<file path="config.mk">
export PLATFORM = sky130hd
export DESIGN_NAME = seven_seg_scan_driver
export DESIGN_NICKNAME = d
export VERILOG_FILES = /design/src/rtl/seven_seg_pkg.sv /design/src/rtl/hex_to_seg.sv /design/src/rtl/seven_seg_scan_driver.sv
export SDC_FILE = /design/constraint.sdc
export NUM_CORES = 1
export LEC_CHECK = 0
export ABC_CLOCK_PERIOD_IN_PS = 4300
export BUFFER_PORTS_ARGS = -buffer_cell sky130_fd_sc_hd__buf_2
export CORE_MARGIN = 8
export CORE_UTILIZATION = 54
export CTS_BUF_LIST = sky130_fd_sc_hd__clkbuf_8
export CTS_CLUSTER_DIAMETER = 150
export DETAILED_ROUTE_END_ITERATION = 10
export PLACE_DENSITY = 0.87
export SKIP_LAST_GASP = 1
export SLEW_MARGIN = 20
export SYNTH_ARGS = -nofsm -noshare
export SYNTH_HDL_FRONTEND = slang
export SYNTH_HIERARCHICAL = 1
export SYNTH_SLANG_ARGS = --single-unit
</file>
<file path="constraint.sdc">
create_clock -name clk_clk -period 4.3 [get_ports clk_clk]
set_clock_uncertainty 0.05 [all_clocks]
set_input_delay 0.215 -clock clk_clk [delete_from_list [all_inputs] [get_ports clk_clk]]
set_output_delay 0.215 -clock clk_clk [all_outputs]
set_load 0.01 [all_outputs]
</file>
<file path="src/rtl/seven_seg_pkg.sv">
`timescale 1ns/1ps
// Shared constants for the seven-segment scan driver: segment ROM, off patterns, slot-state enum.
// Latency: n/a (constants and types only).
// Backpressure: n/a.
package seven_seg_pkg;

   // Active-low segment patterns {dp, g..a} for hex digits 0..F; dp bit is kept off here
   localparam logic [7:0] SEG_ROM [16] = '{
      8'hC0, 8'hF9, 8'hA4, 8'hB0, 8'h99, 8'h92, 8'h82, 8'hF8,
      8'h80, 8'h90, 8'h88, 8'h83, 8'hC6, 8'hA1, 8'h86, 8'h8E
   };

   localparam logic [7:0] SEG_OFF = 8'hFF;
   localparam logic [3:0] DIG_OFF = 4'hF;

   // BLANK: anti-ghosting gap at the start of each slot; ON: selected digit lit
   typedef enum logic {
      BLANK = 1'b0,
      ON    = 1'b1
   } slot_state_e;

endpackage

</file>
<file path="src/rtl/hex_to_seg.sv">
`timescale 1ns/1ps
// Nibble to active-low seven-segment pattern (g..a), decimal point handled by the caller.
// Latency: purely combinational.
// Backpressure: none.
module hex_to_seg
   import seven_seg_pkg::*;
(
   input  logic [3:0] i_nibble,
   output logic [6:0] o_seg
);

   assign o_seg = SEG_ROM[i_nibble][6:0];

endmodule

</file>
<file path="src/rtl/seven_seg_scan_driver.sv">
`timescale 1ns/1ps
// Scans a 4-digit common-anode hex display from a per-frame snapshot of value/dp/lz inputs.
// Latency: outputs registered from next-state; snapshot visible from the digit-0 slot of the next frame.
// Backpressure: none; free-running scan, inputs sampled once per frame.
module seven_seg_scan_driver
   import seven_seg_pkg::*;
#(
   parameter int DIGIT_CYCLES = 50000,
   parameter int BLANK_CYCLES = 1000
)
(
   input  logic        clk_clk,
   input  logic        reset_reset_n,
   input  logic [15:0] value_in,
   input  logic [3:0]  dp_in,
   input  logic        lz_en_in,
   output logic [7:0]  seg_out,
   output logic [3:0]  digit_out,
   output logic        frame_out
);

   localparam int CW = (DIGIT_CYCLES > 1) ? $clog2(DIGIT_CYCLES) : 1;
   localparam logic [CW-1:0] SLOT_LAST = CW'(DIGIT_CYCLES - 1);
   localparam logic [CW-1:0] SLOT_ON   = CW'(BLANK_CYCLES);

   logic [CW-1:0] r_slot_cnt;
   logic [1:0]    r_digit_idx;
   logic [15:0]   r_snap_val;
   logic [3:0]    r_snap_dp;
   logic          r_snap_lz;
   slot_state_e   r_state;
   logic [7:0]    r_seg;
   logic [3:0]    r_digit;
   logic          r_frame;

   logic          w_slot_wrap;
   logic [CW-1:0] w_slot_nxt;
   logic [1:0]    w_idx_nxt;
   logic          w_frame_nxt;
   logic [15:0]   w_snap_val_nxt;
   logic [3:0]    w_snap_dp_nxt;
   logic          w_snap_lz_nxt;
   slot_state_e   w_state_nxt;
   logic [3:0]    w_nibble;
   logic [6:0]    w_seg7;
   logic          w_dark;
   logic [7:0]    w_seg_nxt;
   logic [3:0]    w_digit_nxt;

   // Slot counter, digit index and snapshot next values; snapshot reloads on entry to digit 0
   always_comb begin
      w_slot_wrap    = (r_slot_cnt == SLOT_LAST);
      w_slot_nxt     = w_slot_wrap ? '0 : r_slot_cnt + CW'(1);
      w_idx_nxt      = w_slot_wrap ? r_digit_idx + 2'd1 : r_digit_idx;
      w_frame_nxt    = w_slot_wrap && (r_digit_idx == 2'd3);
      w_snap_val_nxt = w_frame_nxt ? value_in : r_snap_val;
      w_snap_dp_nxt  = w_frame_nxt ? dp_in    : r_snap_dp;
      w_snap_lz_nxt  = w_frame_nxt ? lz_en_in : r_snap_lz;
   end

   // Counter and snapshot registers
   always_ff @(posedge clk_clk or negedge reset_reset_n) begin
      if (!reset_reset_n) begin
         r_slot_cnt  <= '0;
         r_digit_idx <= 2'd0;
         r_snap_val  <= 16'h0000;
         r_snap_dp   <= 4'h0;
         r_snap_lz   <= 1'b0;
      end else begin
         r_slot_cnt  <= w_slot_nxt;
         r_digit_idx <= w_idx_nxt;
         r_snap_val  <= w_snap_val_nxt;
         r_snap_dp   <= w_snap_dp_nxt;
         r_snap_lz   <= w_snap_lz_nxt;
      end
   end

   // Slot FSM state register
   always_ff @(posedge clk_clk or negedge reset_reset_n) begin
      if (!reset_reset_n) begin
         r_state <= BLANK;
      end else begin
         r_state <= w_state_nxt;
      end
   end

   // Slot FSM next state: light up once the blank gap is over, go dark again at the slot boundary
   always_comb begin
      w_state_nxt = r_state;
      case (r_state)
         BLANK: if (w_slot_nxt == SLOT_ON) w_state_nxt = ON;
         ON:    if (w_slot_wrap)           w_state_nxt = BLANK;
      endcase
   end

   // Pick the nibble for the digit about to be shown
   assign w_nibble = w_snap_val_nxt[{w_idx_nxt, 2'b00} +: 4];

   hex_to_seg u_hex_to_seg (
      .i_nibble (w_nibble),
      .o_seg    (w_seg7)
   );

   // Leading-zero suppression: a digit is dark when it and every digit to its left are zero
   always_comb begin
      w_dark = 1'b0;
      if (w_snap_lz_nxt) begin
         case (w_idx_nxt)
            2'd3:    w_dark = (w_snap_val_nxt[15:12] == 4'h0);
            2'd2:    w_dark = (w_snap_val_nxt[15:8]  == 8'h00);
            2'd1:    w_dark = (w_snap_val_nxt[15:4]  == 12'h000);
            default: w_dark = 1'b0;
         endcase
      end
   end

   // Slot FSM outputs: everything off in BLANK, one anode and its segments in ON
   always_comb begin
      w_seg_nxt   = SEG_OFF;
      w_digit_nxt = DIG_OFF;
      if (w_state_nxt == ON) begin
         w_digit_nxt = ~(4'b0001 << w_idx_nxt);
         w_seg_nxt   = {~w_snap_dp_nxt[w_idx_nxt], (w_dark ? 7'h7F : w_seg7)};
      end
   end

   // Output registers so pins change on the same edge as the slot counter
   always_ff @(posedge clk_clk or negedge reset_reset_n) begin
      if (!reset_reset_n) begin
         r_seg   <= SEG_OFF;
         r_digit <= DIG_OFF;
         r_frame <= 1'b0;
      end else begin
         r_seg   <= w_seg_nxt;
         r_digit <= w_digit_nxt;
         r_frame <= w_frame_nxt;
      end
   end

   assign seg_out   = r_seg;
   assign digit_out = r_digit;
   assign frame_out = r_frame;

endmodule

</file>
Word level (Yosys, flattened, before mapping)

Memories as Yosys holds them, arrays and structs flattened.
Index checks and enable logic that the tools add are counted.

Equality and inequality tests: 6
Shifts and indexed selects: 2
Reductions and logical operators: 4
Add/subtract/negate cells: 2
Mux-type cells: 17
Order comparisons: 2
Bitwise logic cells: 4

Operators with widths:

| operator                                                                     | count |
|---|---|
| 16-bit two-way mux                                                           | 2 |
| 7-bit two-way mux                                                            | 3 |
| 16-bit by 1-bit adder with 16-bit output, second input constant              | 1 |
| 16-bit by 10-bit equality test with 1-bit output, second input constant      | 1 |
| 16-bit equality test, second input constant                                  | 1 |
| 16-bit by 5-bit variable part select with 4-bit output                       | 1 |
| 12-bit zero test                                                             | 1 |
| 8-bit zero test                                                              | 1 |
| 4-bit two-way mux                                                            | 2 |
| 8-bit two-way mux                                                            | 1 |
| 2-bit equality test, second input constant                                   | 3 |
| 5-bit >= comparator, second input constant                                   | 1 |
| 1-bit two-way mux                                                            | 5 |
| 4-bit NOT with 5-bit output                                                  | 1 |
| 4-bit zero test                                                              | 1 |
| 4-bit NOT                                                                    | 1 |
| 1-bit by 2-bit << shifter with 4-bit output, first input constant            | 1 |
| 2-bit by 3-bit less-than comparator with 1-bit output, second input constant | 1 |
| 1-bit one-hot mux with 3 select lines                                        | 1 |
| 2-bit by 1-bit adder with 2-bit output, second input constant                | 1 |
| 1-bit binary-select mux with 2-bit select                                    | 1 |
| 2-bit by 1-bit equality test with 1-bit output, second input constant        | 1 |
| 2-bit two-way mux                                                            | 1 |
| 1-bit NOT                                                                    | 2 |
| other kinds (2)                                                              | 2 |

Memories kept: 1
Logic and storage cells: 47
Output and inout port bits: 13
ROM bits: 128
Bits in registers: 53

Memories:

| name            | words | width | read ports | clocked after memory_dff | write ports | line             | RTL |
|---|---|---|---|---|---|---|---|
| (no name shown) | 16    | 8     | 1          | 0                        | 0           | hex_to_seg.sv:12 | `assign o_seg = SEG_ROM[i_nibble][6:0];` |

Logic depth before layout (Yosys ltp)

Gate-level depths: netlist of the first run.

Depth after elaboration: 10
Mapped depth: 16

Hierarchy

Netlist of the first run, hierarchy kept.

By module, submodules not included:

| module                | area each (µm²) | times used | cells each |
|---|---|---|---|
| seven_seg_scan_driver | 2560.0          | 1          | 260 |
| hex_to_seg            | 275.3           | 1          | 32 |

Worst setup path before layout of the first run

No wires, ideal clock.

Kind: register -> register
Start point: register r_slot_cnt[10]
End point: register r_seg[3], in the netlist seg_out[3]
Library setup time: 96 ps
Required time: 4154 ps
Stages on the path, launching flop included: 14
Arrival: 3966 ps
Setup slack: 188 ps
Path buffers: 1
Path through: dfrtp_1 buf_2 or4b_4 nor4_4 mux2i_1 inv_2 nor2_1 a22oi_1 o21ai_0 inv_1 ha_1 inv_1 mux4_1 nand3b_1

Elaborated cells on any way between the ends: 26

RTL lines:

| what                                                   | line                         | RTL |
|---|---|---|
| from (decl)                                            | seven_seg_scan_driver.sv:26  | `logic [CW-1:0] r_slot_cnt;` |
| from (signal assigned)                                 | seven_seg_scan_driver.sv:70  | `r_slot_cnt <= w_slot_nxt;` |
| 16-bit equality test                                   | seven_seg_scan_driver.sv:52  | `w_slot_wrap = (r_slot_cnt == SLOT_LAST);` |
| 2-bit two-way mux                                      | seven_seg_scan_driver.sv:54  | `w_idx_nxt = w_slot_wrap ? r_digit_idx + 2'd1 : r_digit_idx;` |
| net w_idx_nxt[1]                                       | seven_seg_scan_driver.sv:38  | `logic [1:0] w_idx_nxt;` |
| 16-bit by 5-bit variable part select with 4-bit output | seven_seg_scan_driver.sv:97  | `assign w_nibble = w_snap_val_nxt[{w_idx_nxt, 2'b00} +: 4];` |
| net w_nibble[0]                                        | seven_seg_scan_driver.sv:44  | `logic [3:0] w_nibble;` |
| 4-bit NOT with 5-bit output (implied by the code)      | hex_to_seg.sv:12             |  |
| memory 16 x 8 bit                                      | --                           |  |
| 7-bit two-way mux (implied by the code) (2 in a row)   | hex_to_seg.sv:12             |  |
| net w_seg7[3]                                          | seven_seg_scan_driver.sv:45  | `logic [6:0] w_seg7;` |
| 7-bit two-way mux                                      | seven_seg_scan_driver.sv:123 | `w_seg_nxt = {~w_snap_dp_nxt[w_idx_nxt], (w_dark ? 7'h7F : w_seg7)};` |
| 8-bit two-way mux                                      | seven_seg_scan_driver.sv:121 | `if (w_state_nxt == ON) begin` |
| net w_seg_nxt[3]                                       | seven_seg_scan_driver.sv:47  | `logic [7:0] w_seg_nxt;` |
| to (signal assigned)                                   | seven_seg_scan_driver.sv:134 | `r_seg <= w_seg_nxt;` |
| to (decl)                                              | seven_seg_scan_driver.sv:32  | `logic [7:0] r_seg;` |

The timed path passes the listed nets, and every way through them passes these cells. The select of a mux whose other input is x is not followed.

Final worst setup path of the first run

Start point: register r_slot_cnt[8]
End point: register r_seg[3], in the netlist seg_out[3]

The elaborated chain is that of the path after synthesis.

==> results of run 1 <==
==> layout make-up <==
type | count | share of cell area (%)
inverter | 8 | 0.937
clock inverter | 2 | 1.05
sequential | 53 | 41.8
multi-input combinational | 219 | 43.8
clock buffer | 6 | 2.58
tap | 70 | 2.73
timing repair buffer | 41 | 7.03
==> cells in the mapped netlist (all sizes together), types with 2 or more instances <==
library cell  number  area share, %
or4                2           0.66
a22o               3           0.93
buf                5            1.3
nand3              9            1.6
dfrtp             41             36
a22oi              4            1.1
clkbuf             7           0.93
mux2               3            1.2
nand2             73            9.7
a21oi              3           0.53
nor3              11            1.9
nand4              6            1.3
inv                8            1.1
o21ai              9            1.6
nor2b              2           0.44
or4bb              2           0.79
ha                 9            4.0
nand2b             3           0.66
nor4bb             2           0.71
dfstp             12             11
xnor2              5            1.5
nor4              10            3.0
nand3b             8            2.1
nor2              16            2.2
xor2               8            2.5
o22ai              2           0.44
mux2i             11            3.9
==> routing by layer <==
metal / up-vias / track usage, % / wire, um
li1: 1094 / - / -
met1: 1109 / 19.8 / 2610
met5: - / 0 / 0
met3: 12 / 3.90 / 301
met2: 55 / 31.8 / 3300
met4: 0 / 5.68 / 105
==> cells by family (layout without fill, tap and decap cells) <==
kind of cell             count (synthesis)  in the layout  synth area share [%]
flip-flops                              53             53                  47.3
adder cells (fa/ha/maj)                  9              9                  3.97
AO/OA/AOI/OAI                           30             30                  7.90
multiplexers                            15             15                  6.00
buffers and inverters                   20             57                  3.31
XOR/XNOR                                13             13                  4.02
AND/OR/NAND/NOR                        152            152                  27.5
==> stage by stage <==
step | setup WS (ns) | util (%) | power [mW] | cells | hold WS [ns]
after floorplan | 0.188 | - | 0.509 | 292 | -0.131
after global placement | 0.472 | 60.6 | 0.529 | 390 | 0.396
after detailed placement | 0.288 | 60.6 | 0.530 | 390 | 0.400
after CTS | 0.226 | 62.9 | 0.874 | 398 | 0.0748
after global routing | 0.0105 | 63.2 | 0.898 | 399 | 0.0797
final | 0.283 | 63.2 | 0.867 | 399 | 0.0766
==> cell usage in the layout (no fill, tap or decap), types with 2 or more instances in the layout <==
cell      count
buf_4         6
nand2b_1      3
nor4_1        8
mux2i_1      11
nand3b_1      8
dfstp_2      12
o21ai_1       3
mux2_2        3
or4bb_1       2
xnor2_1       5
nand3_1       9
o21ai_0       6
a21oi_1       3
nor2b_1       2
nand4_1       6
buf_2        34
ha_1          9
nor3_1       10
a22oi_1       4
dfrtp_1      41
nand2_1      73
xor2_1        8
clkbuf_8      6
o22ai_1       2
inv_1         8
nor2_1       15
nor4bb_1      2
a22o_1        3
==> worst max-delay path, delay by kind of cell (launching register included) <==
kind                       cells  cell delay (ns)
muxes                          1             0.46
and+or+nand+nor                3             1.11
DFF                            1             0.50
AOI/OAI and AO/OA              1             0.53
buffers and inverters          4             0.68
xor gates and xnor gates       1             0.23
adders and majority gates      1             0.35
==> power breakdown <==
group | switching, mW | internal [mW] | total, mW
registers | 0 | 0.499 | 0.499
logic | 0.0135 | 0.00844 | 0.0219
clock network | 0.159 | 0.188 | 0.346
total | 0.172 | 0.695 | 0.867
==> path summary, 6_finish.rpt <==
path                                from             to  slack (ns)  cells after the start
max reg2reg                r_slot_cnt[8]     seg_out[3]        0.28                     11
min in group asynchronous  reset_reset_n  r_slot_cnt[7]        0.41                      2
min                             lz_en_in      r_snap_lz        0.08                      3
min reg2reg                r_snap_val[2]  r_snap_val[2]        0.42                      2
max                        r_slot_cnt[8]     seg_out[3]        0.28                     11
max in group asynchronous  reset_reset_n  r_snap_val[1]        3.34                      2
==> registers in the layout, indices dropped and copies added, names as in the netlist <==
register,count
frame_out,1
r_digit_idx,2
seg_out,8
r_snap_lz,1
r_snap_dp,4
digit_out,4
r_snap_val,16
r_state,1
r_slot_cnt,16
==> what timing repair did <==
action	4_1_cts	5_1_grt
hold endpoints to repair	0	41
setup endpoints to repair	0	1
gates resized for setup	0	1
hold buffers	0	1
==> impl_metrics.toml, run 1 <==
[status]
outcome = "completed"

[timing]
finalSetupTns_ns = 0
slew_violations = 0
setup_viol = 0
fin_crit_sh_pct = 93.4
timing.fmax_ghz = 0.249
finalHoldViolations = 0
tightestPinTransition_ns = 1.08
timing.slew.headroom_pct = 27.0
rsz0062_at_grt = "no"
period_needed_ns = 4.02

[routing]
drt-initial-drc-count = 108
wire_per_inst_um = 15.8
vias = 2270
via_per_inst = 5.69
drt_wl_total_mm = 6.31
ant_nets = 0
drcViolationCount = 0
drt_pass1_iterations = 4

[floorplanning]
core_sq_mm = 0.00507
rows = 26
die_h_um = 88.5
start_util_pct = 55.9
fp.dieW_um = 88.5
die_area_sq_mm = 0.00783
io_pins = 36

[finish]
multi_input_area_sq_mm = 0.00141
drive_above_1_share_pct = 22.2
final_nets = 360
n_fill_cell = 426
regArea_sq_mm = 0.00134
antenna_cells = 0
stdcell_area_sq_mm = 0.00321
syn2layout_area_growth_pct = 13.1

[setup_path]
crit_top_cell = "inv_1"
start_kind = "flip-flop"
crit_chain = "or4bb_1 > nor4_4 > buf_4 > xnor2_1 > inv_1 > o21ai_0 > inv_1 > ha_1 > inv_1 > mux4_1 > nand3b_1"
critical_path_class = "flip-flop to flip-flop"
crit_path_end_kind = "flip-flop"
slowest_stage = "or4bb_1"
worstPathRequired_ns = 4.46
slowest_delay_ns = 0.61
crit_fanout = 10
cp.arrival_ns = 4.18

[pwr]
power.density_mw_per_mm2 = 270
leakage_nw = 1.42
ir_worst_vdd_mv = 0.190

[logic_synthesis]
syn_area_sq_mm = 0.00284
synth_ff_type = "dfrtp_1"
ys_seq_area_share_pct = 47.3
ys_types = 52
avgSynthCellArea_sq_um = 9.71
async_reset_ff_share_pct = 100
yosysWarningCount = 6
ys_ff_latch = 53
synth_nets = 324
syn_inst = 292
synth-edff-count = 0

[cts]
cts_sinks = 53
clk_pin_slew_worst_paths_ns = 0.10
post_cts_buffers = 0
cts_tree = "done"
h-tree-depth = 2
insertion_delay_ns = 0.31
cts_buffers = 5
cts_buffer_depth = 2
cts_root_buf = "clkbuf_8"

[grt]
grt_pass1_wl_mm = 10.9
antenna_found_initial = 0
grt.overflow.total = 0
grt_pass1_vias = 2349
grt.total_usage_pct = 17.6
grt_start_max_net_pins = 54

[worst_hold_path]
hp-class = "primary input to flip-flop"

[place]
post_dp_cell_area_sq_mm = 0.00308
routabilityCongestion = 0.867
dpl.hpwl_mm = 4.79
port_buffers = 35

[flow_run]
maxCapViolCount = 0
Power figures use the tool's default switching activity.
==> inputs of run 2 (changes only) <==
--- a/config.mk
+++ b/config.mk
@@ -8,11 +8,11 @@
 export ABC_CLOCK_PERIOD_IN_PS = 4300
 export BUFFER_PORTS_ARGS = -buffer_cell sky130_fd_sc_hd__buf_2
 export CORE_MARGIN = 8
-export CORE_UTILIZATION = 54
+export CORE_UTILIZATION = 49
 export CTS_BUF_LIST = sky130_fd_sc_hd__clkbuf_8
 export CTS_CLUSTER_DIAMETER = 150
 export DETAILED_ROUTE_END_ITERATION = 10
-export PLACE_DENSITY = 0.87
+export PLACE_DENSITY = 0.81
 export SKIP_LAST_GASP = 1
 export SLEW_MARGIN = 20
 export SYNTH_ARGS = -nofsm -noshare
==> run 2 against run 1 <==
Effect of this change: sequential share of layout area increased by 0.35 points; via count shrank 1.3%; final cell count up 0.75%; critical path depth unchanged.
==> impl_metrics.toml, run 2 (synthesis gave the netlist of run 1 again) <==
[cts]
cts_buffer_depth = 2
cts_buffers = 5
clk_pin_slew_worst_paths_ns = 0.09
cts_tree = "done"
cts_sinks = 53
insertion_delay_ns = 0.30
h-tree-depth = 2
post_cts_buffers = 0
cts_root_buf = "clkbuf_8"

[timing]
timing.fmax_ghz = 0.252
tightestPinTransition_ns = 0.886
finalSetupTns_ns = 0
rsz0062_at_grt = "no"
worst_slack_ns = 0.331
finalHoldViolations = 0
timing.slew.headroom_pct = 40.4
slew_violations = 0
setup_viol = 0
period_needed_ns = 3.97
fin_crit_sh_pct = 92.3

[status]
outcome = "completed"

[setup_path]
cp.arrival_ns = 4.13
critical_path_class = "flip-flop to flip-flop"
worstPathRequired_ns = 4.46
crit_fanout = 10
start_kind = "flip-flop"
crit_path_end_kind = "flip-flop"

[place]
port_buffers = 35
dpl.hpwl_mm = 4.84
routabilityCongestion = 0.945
post-place-ws_ns = 0.219

[pwr]
leakage_nw = 1.41
ir_worst_vdd_mv = 0.180
power.density_mw_per_mm2 = 248

[routing]
via_per_inst = 5.57
drt_wl_total_mm = 6.32
wire_per_inst_um = 15.7
vias = 2241
ant_nets = 0
drt-initial-drc-count = 119
drt_pass1_iterations = 4
drcViolationCount = 0

[floorplanning]
die_h_um = 92.1
io_pins = 36
start_util_pct = 51.2
die_area_sq_mm = 0.00848
core_sq_mm = 0.00554
fp.dieW_um = 92.1
rows = 27

[grt]
grt.total_usage_pct = 15.8
grt_pass1_wl_mm = 11.0
grt_pass1_vias = 2290
grt_start_max_net_pins = 54
antenna_found_initial = 0
grt.overflow.total = 0

[finish]
syn2layout_area_growth_pct = 12.1
drive_above_1_share_pct = 22.4
antenna_cells = 0
layout_commonest_cell = "nand2_1"
final_nets = 361
final_cell_mix = "nand2_1, dfrtp_1, buf_2"

[flow_run]
maxCapViolCount = 0

[worst_hold_path]
hp-class = "primary input to flip-flop"
==> run 2: path summary, 6_finish.rpt <==
path | end | depth (start not counted) | slack (ns) | start
max | seg_out[3] | 11 | 0.33 | r_slot_cnt[8]
min reg2reg | r_snap_val[1] | 2 | 0.43 | r_snap_val[1]
min | r_snap_val[1] | 3 | 0.08 | value_in[1]
max in group asynchronous | r_slot_cnt[13] | 3 | 3.26 | reset_reset_n
max reg2reg | seg_out[3] | 11 | 0.33 | r_slot_cnt[8]
min in group asynchronous | r_slot_cnt[5] | 3 | 0.49 | reset_reset_n
==> run 2: metrics by stage <==
stage	instance area (sq um)	std cells	hold slack [ns]	total power [mW]	util (%)
after global routing	3180	402	0.0819	0.820	57.4
after floorplan	2840	292	-0.131	0.509	-
final	3180	402	0.0763	0.789	57.4
after CTS	3180	402	0.0663	0.799	57.4
after global placement	3090	393	0.313	0.530	55.7
after detailed placement	3090	393	0.325	0.531	55.7
==> run 2: area by class of cell <==
type                            count  area, sq um
Tap cell                           72         90.1
Fill cell                         492         2360
Clock inverter                      3         13.8
Sequential cell                    53         1340
Inverter                            8         30.0
Clock buffer                        5         68.8
Multi-Input combinational cell    219         1410
Timing Repair Buffer               42          230
==> run 2: what timing repair did <==
item                                   4_1_cts  5_1_grt
resized for setup                            0        1
endpoints found under the hold margin       31        0
hold buffers                                 1        0
setup endpoints to repair                    0        1
==> run 2: where the power goes <==
part           switching [mW]  total, mW  internal, mW
Sequential                  0      0.499         0.499
Clock                   0.157      0.268         0.111
Combinational          0.0138     0.0225       0.00875
==> run 2: metal layers <==
metal / global-route usage, % / up-vias / part of all wire (%)
met5: 0 / - / 0
met4: 4.97 / 0 / 1.3
met3: 3.18 / 8 / 3.5
met2: 27.3 / 48 / 52
met1: 19.2 / 1091 / 43
li1: - / 1094 / -
==> run 2: worst max-delay path, cell delays in order (launching register included) <==
cell and delay (ns):
dfrtp_1 0.50, or4bb_1 0.64, nor4_4 0.32, buf_4 0.20, xnor2_1 0.23, inv_1 0.18
o21ai_0 0.51, inv_1 0.22, ha_1 0.34, inv_1 0.05, mux4_1 0.47, nand3b_1 0.17
==> inputs of run 3 (changes only) <==
--- a/config.mk
+++ b/config.mk
@@ -12,6 +12,7 @@
 export CTS_BUF_LIST = sky130_fd_sc_hd__clkbuf_8
 export CTS_CLUSTER_DIAMETER = 150
 export DETAILED_ROUTE_END_ITERATION = 10
+export HOLD_SLACK_MARGIN = 0.12
 export PLACE_DENSITY = 0.81
 export SKIP_LAST_GASP = 1
 export SLEW_MARGIN = 20
==> run 3 against run 2 <==
Effect of this change: final cell count grew 3.0%; power rose by 1.3%; design area increased by 3.8%; sequential power about the same; via count increased by 3.2%; utilization up 2.2 points; wire length is 2.4% higher; critical endpoint unchanged.
==> impl_metrics.toml, run 3 (synthesis gave the netlist of run 1 again) <==
[status]
outcome = "completed"

[timing]
fin_crit_sh_pct = 92.2
tightestPinTransition_ns = 0.876
period_needed_ns = 3.96
worst_slack_ns = 0.337
setup_viol = 0
finalHoldViolations = 0
slew_violations = 0
timing.fmax_ghz = 0.252
rsz0062_at_grt = "no"
timing.slew.headroom_pct = 41.1
finalSetupTns_ns = 0

[pwr]
ir_worst_vdd_mv = 0.181
leakage_nw = 1.46
power.density_mw_per_mm2 = 242

[setup_path]
start_kind = "flip-flop"
critical_path_class = "flip-flop to flip-flop"
cp_top_family = "simple AND/OR/NAND/NOR gates"
crit_top_cell = "inv_1"
crit_fanout = 10
r2r-end = "seg_out[3]"
r2r-start = "r_slot_cnt[8]"
slowest_stage = "or4bb_1"
reg2reg_slack_ns = 0.34
worstPathRequired_ns = 4.46
slowest_delay_ns = 0.63
timing.reg2reg.worst_path_depth = 11
cp.arrival_ns = 4.12
worst-path-buf-inv = 4
crit_path_end_kind = "flip-flop"
cp-startpoint = "r_slot_cnt[8]"
crit_chain = "or4bb_1 > nor4_4 > buf_4 > xnor2_1 > inv_1 > o21ai_0 > inv_1 > ha_1 > inv_1 > mux4_1 > nand3b_1"

[routing]
vias = 2312
drt-initial-drc-count = 129
wire_per_inst_um = 15.6
drcViolationCount = 0
drt_pass1_iterations = 5
via_per_inst = 5.58
ant_nets = 0
drt_wl_total_mm = 6.47

[finish]
syn2layout_area_growth_pct = 16.4
drive_above_1_share_pct = 21.6
antenna_cells = 0
final_cell_mix = "nand2_1, dfrtp_1, buf_2"
final_nets = 373
n_fill_cell = 472
layout_commonest_cell = "nand2_1"

[cts]
cts_root_buf = "clkbuf_8"
cts_buffers = 5
cts_tree = "done"
clk_pin_slew_worst_paths_ns = 0.09
h-tree-depth = 2
cts_sinks = 53
insertion_delay_ns = 0.30
cts_buffer_depth = 2

[floorplanning]
die_h_um = 92.1
core_sq_mm = 0.00554
start_util_pct = 51.2
die_area_sq_mm = 0.00848
io_pins = 36
rows = 27
fp.dieW_um = 92.1

[grt]
grt.total_usage_pct = 16.1
grt_pass1_vias = 2327
grt_start_max_net_pins = 54
antenna_found_initial = 0
grt_pass1_wl_mm = 11.3
grt.overflow.total = 0

[place]
port_buffers = 35
post-place-ws_ns = 0.219
dpl.hpwl_mm = 4.84
routabilityCongestion = 0.945

[worst_hold_path]
min_path_cells = 3
hp-class = "primary input to flip-flop"
whs_endpoint = "r_snap_val[7]"
min_from = "value_in[7]"

[flow_run]
maxCapViolCount = 0
==> run 3: changes by cell type in the layout (fill, tap and decap cells not counted) <==
cell           delta
dlygate4sd3_1    +12
==> run 3: worst max path at each step <==
stage	cells past startpoint	to	slack, ns
after global placement	11	seg_out[3]	0.44
after CTS	11	seg_out[3]	0.21
final	11	seg_out[3]	0.34
after global routing	11	seg_out[3]	0.05
after floorplan	13	seg_out[3]	0.19
after detailed placement	11	seg_out[3]	0.22
==> run 3: worst min-delay path, cell delays in order <==
cell	delay [ns]
buf_2	0.09
nand2_1	0.05
nand2_1	0.10
==> run 3: cell type report <==
type                            instances  area [sq um]  share of cell area [%]
Clock buffer                            5          68.8                    2.09
Clock inverter                          3          13.8                   0.417
Inverter                                8          30.0                   0.910
Multi-Input combinational cell        219          1410                    42.6
Sequential cell                        53          1340                    40.7
Tap cell                               72          90.1                    2.73
Timing Repair Buffer                   54           350                    10.6
==> run 3: routing by layer <==
| metal | GRT usage [%] | vias up | share of wire [%] |
|---|---|---|---|
| li1 | - | 1121 | - |
| met1 | 19.3 | 1119 | 42 |
| met2 | 28.2 | 61 | 52 |
| met3 | 3.34 | 11 | 4.2 |
| met4 | 4.83 | 0 | 1.6 |
| met5 | 0 | - | 0 |
==> run 3: per-stage QoR <==
| stage | std cells | total power, mW | hold WS [ns] | util (%) | instance area [sq um] |
|---|---|---|---|---|---|
| after floorplan | 292 | 0.509 | -0.131 | - | 2840 |
| after global placement | 393 | 0.530 | 0.313 | 55.7 | 3090 |
| after detailed placement | 393 | 0.531 | 0.325 | 55.7 | 3090 |
| after CTS | 414 | 0.807 | 0.125 | 59.6 | 3300 |
| after global routing | 414 | 0.829 | 0.129 | 59.6 | 3300 |
| final | 414 | 0.799 | 0.128 | 59.6 | 3300 |
==> run 3: power breakdown <==
part	switching [mW]	internal [mW]
logic	0.0154	0.0158
clock network	0.158	0.111
registers	0	0.499
==> run 3: what timing repair did <==
item                                   in CTS  in global routing
setup endpoints to repair                   0                  1
hold buffers                               13                  0
buffers inserted                            0                  0
endpoints found under the hold margin      53                  0
resized for setup                           0                  1
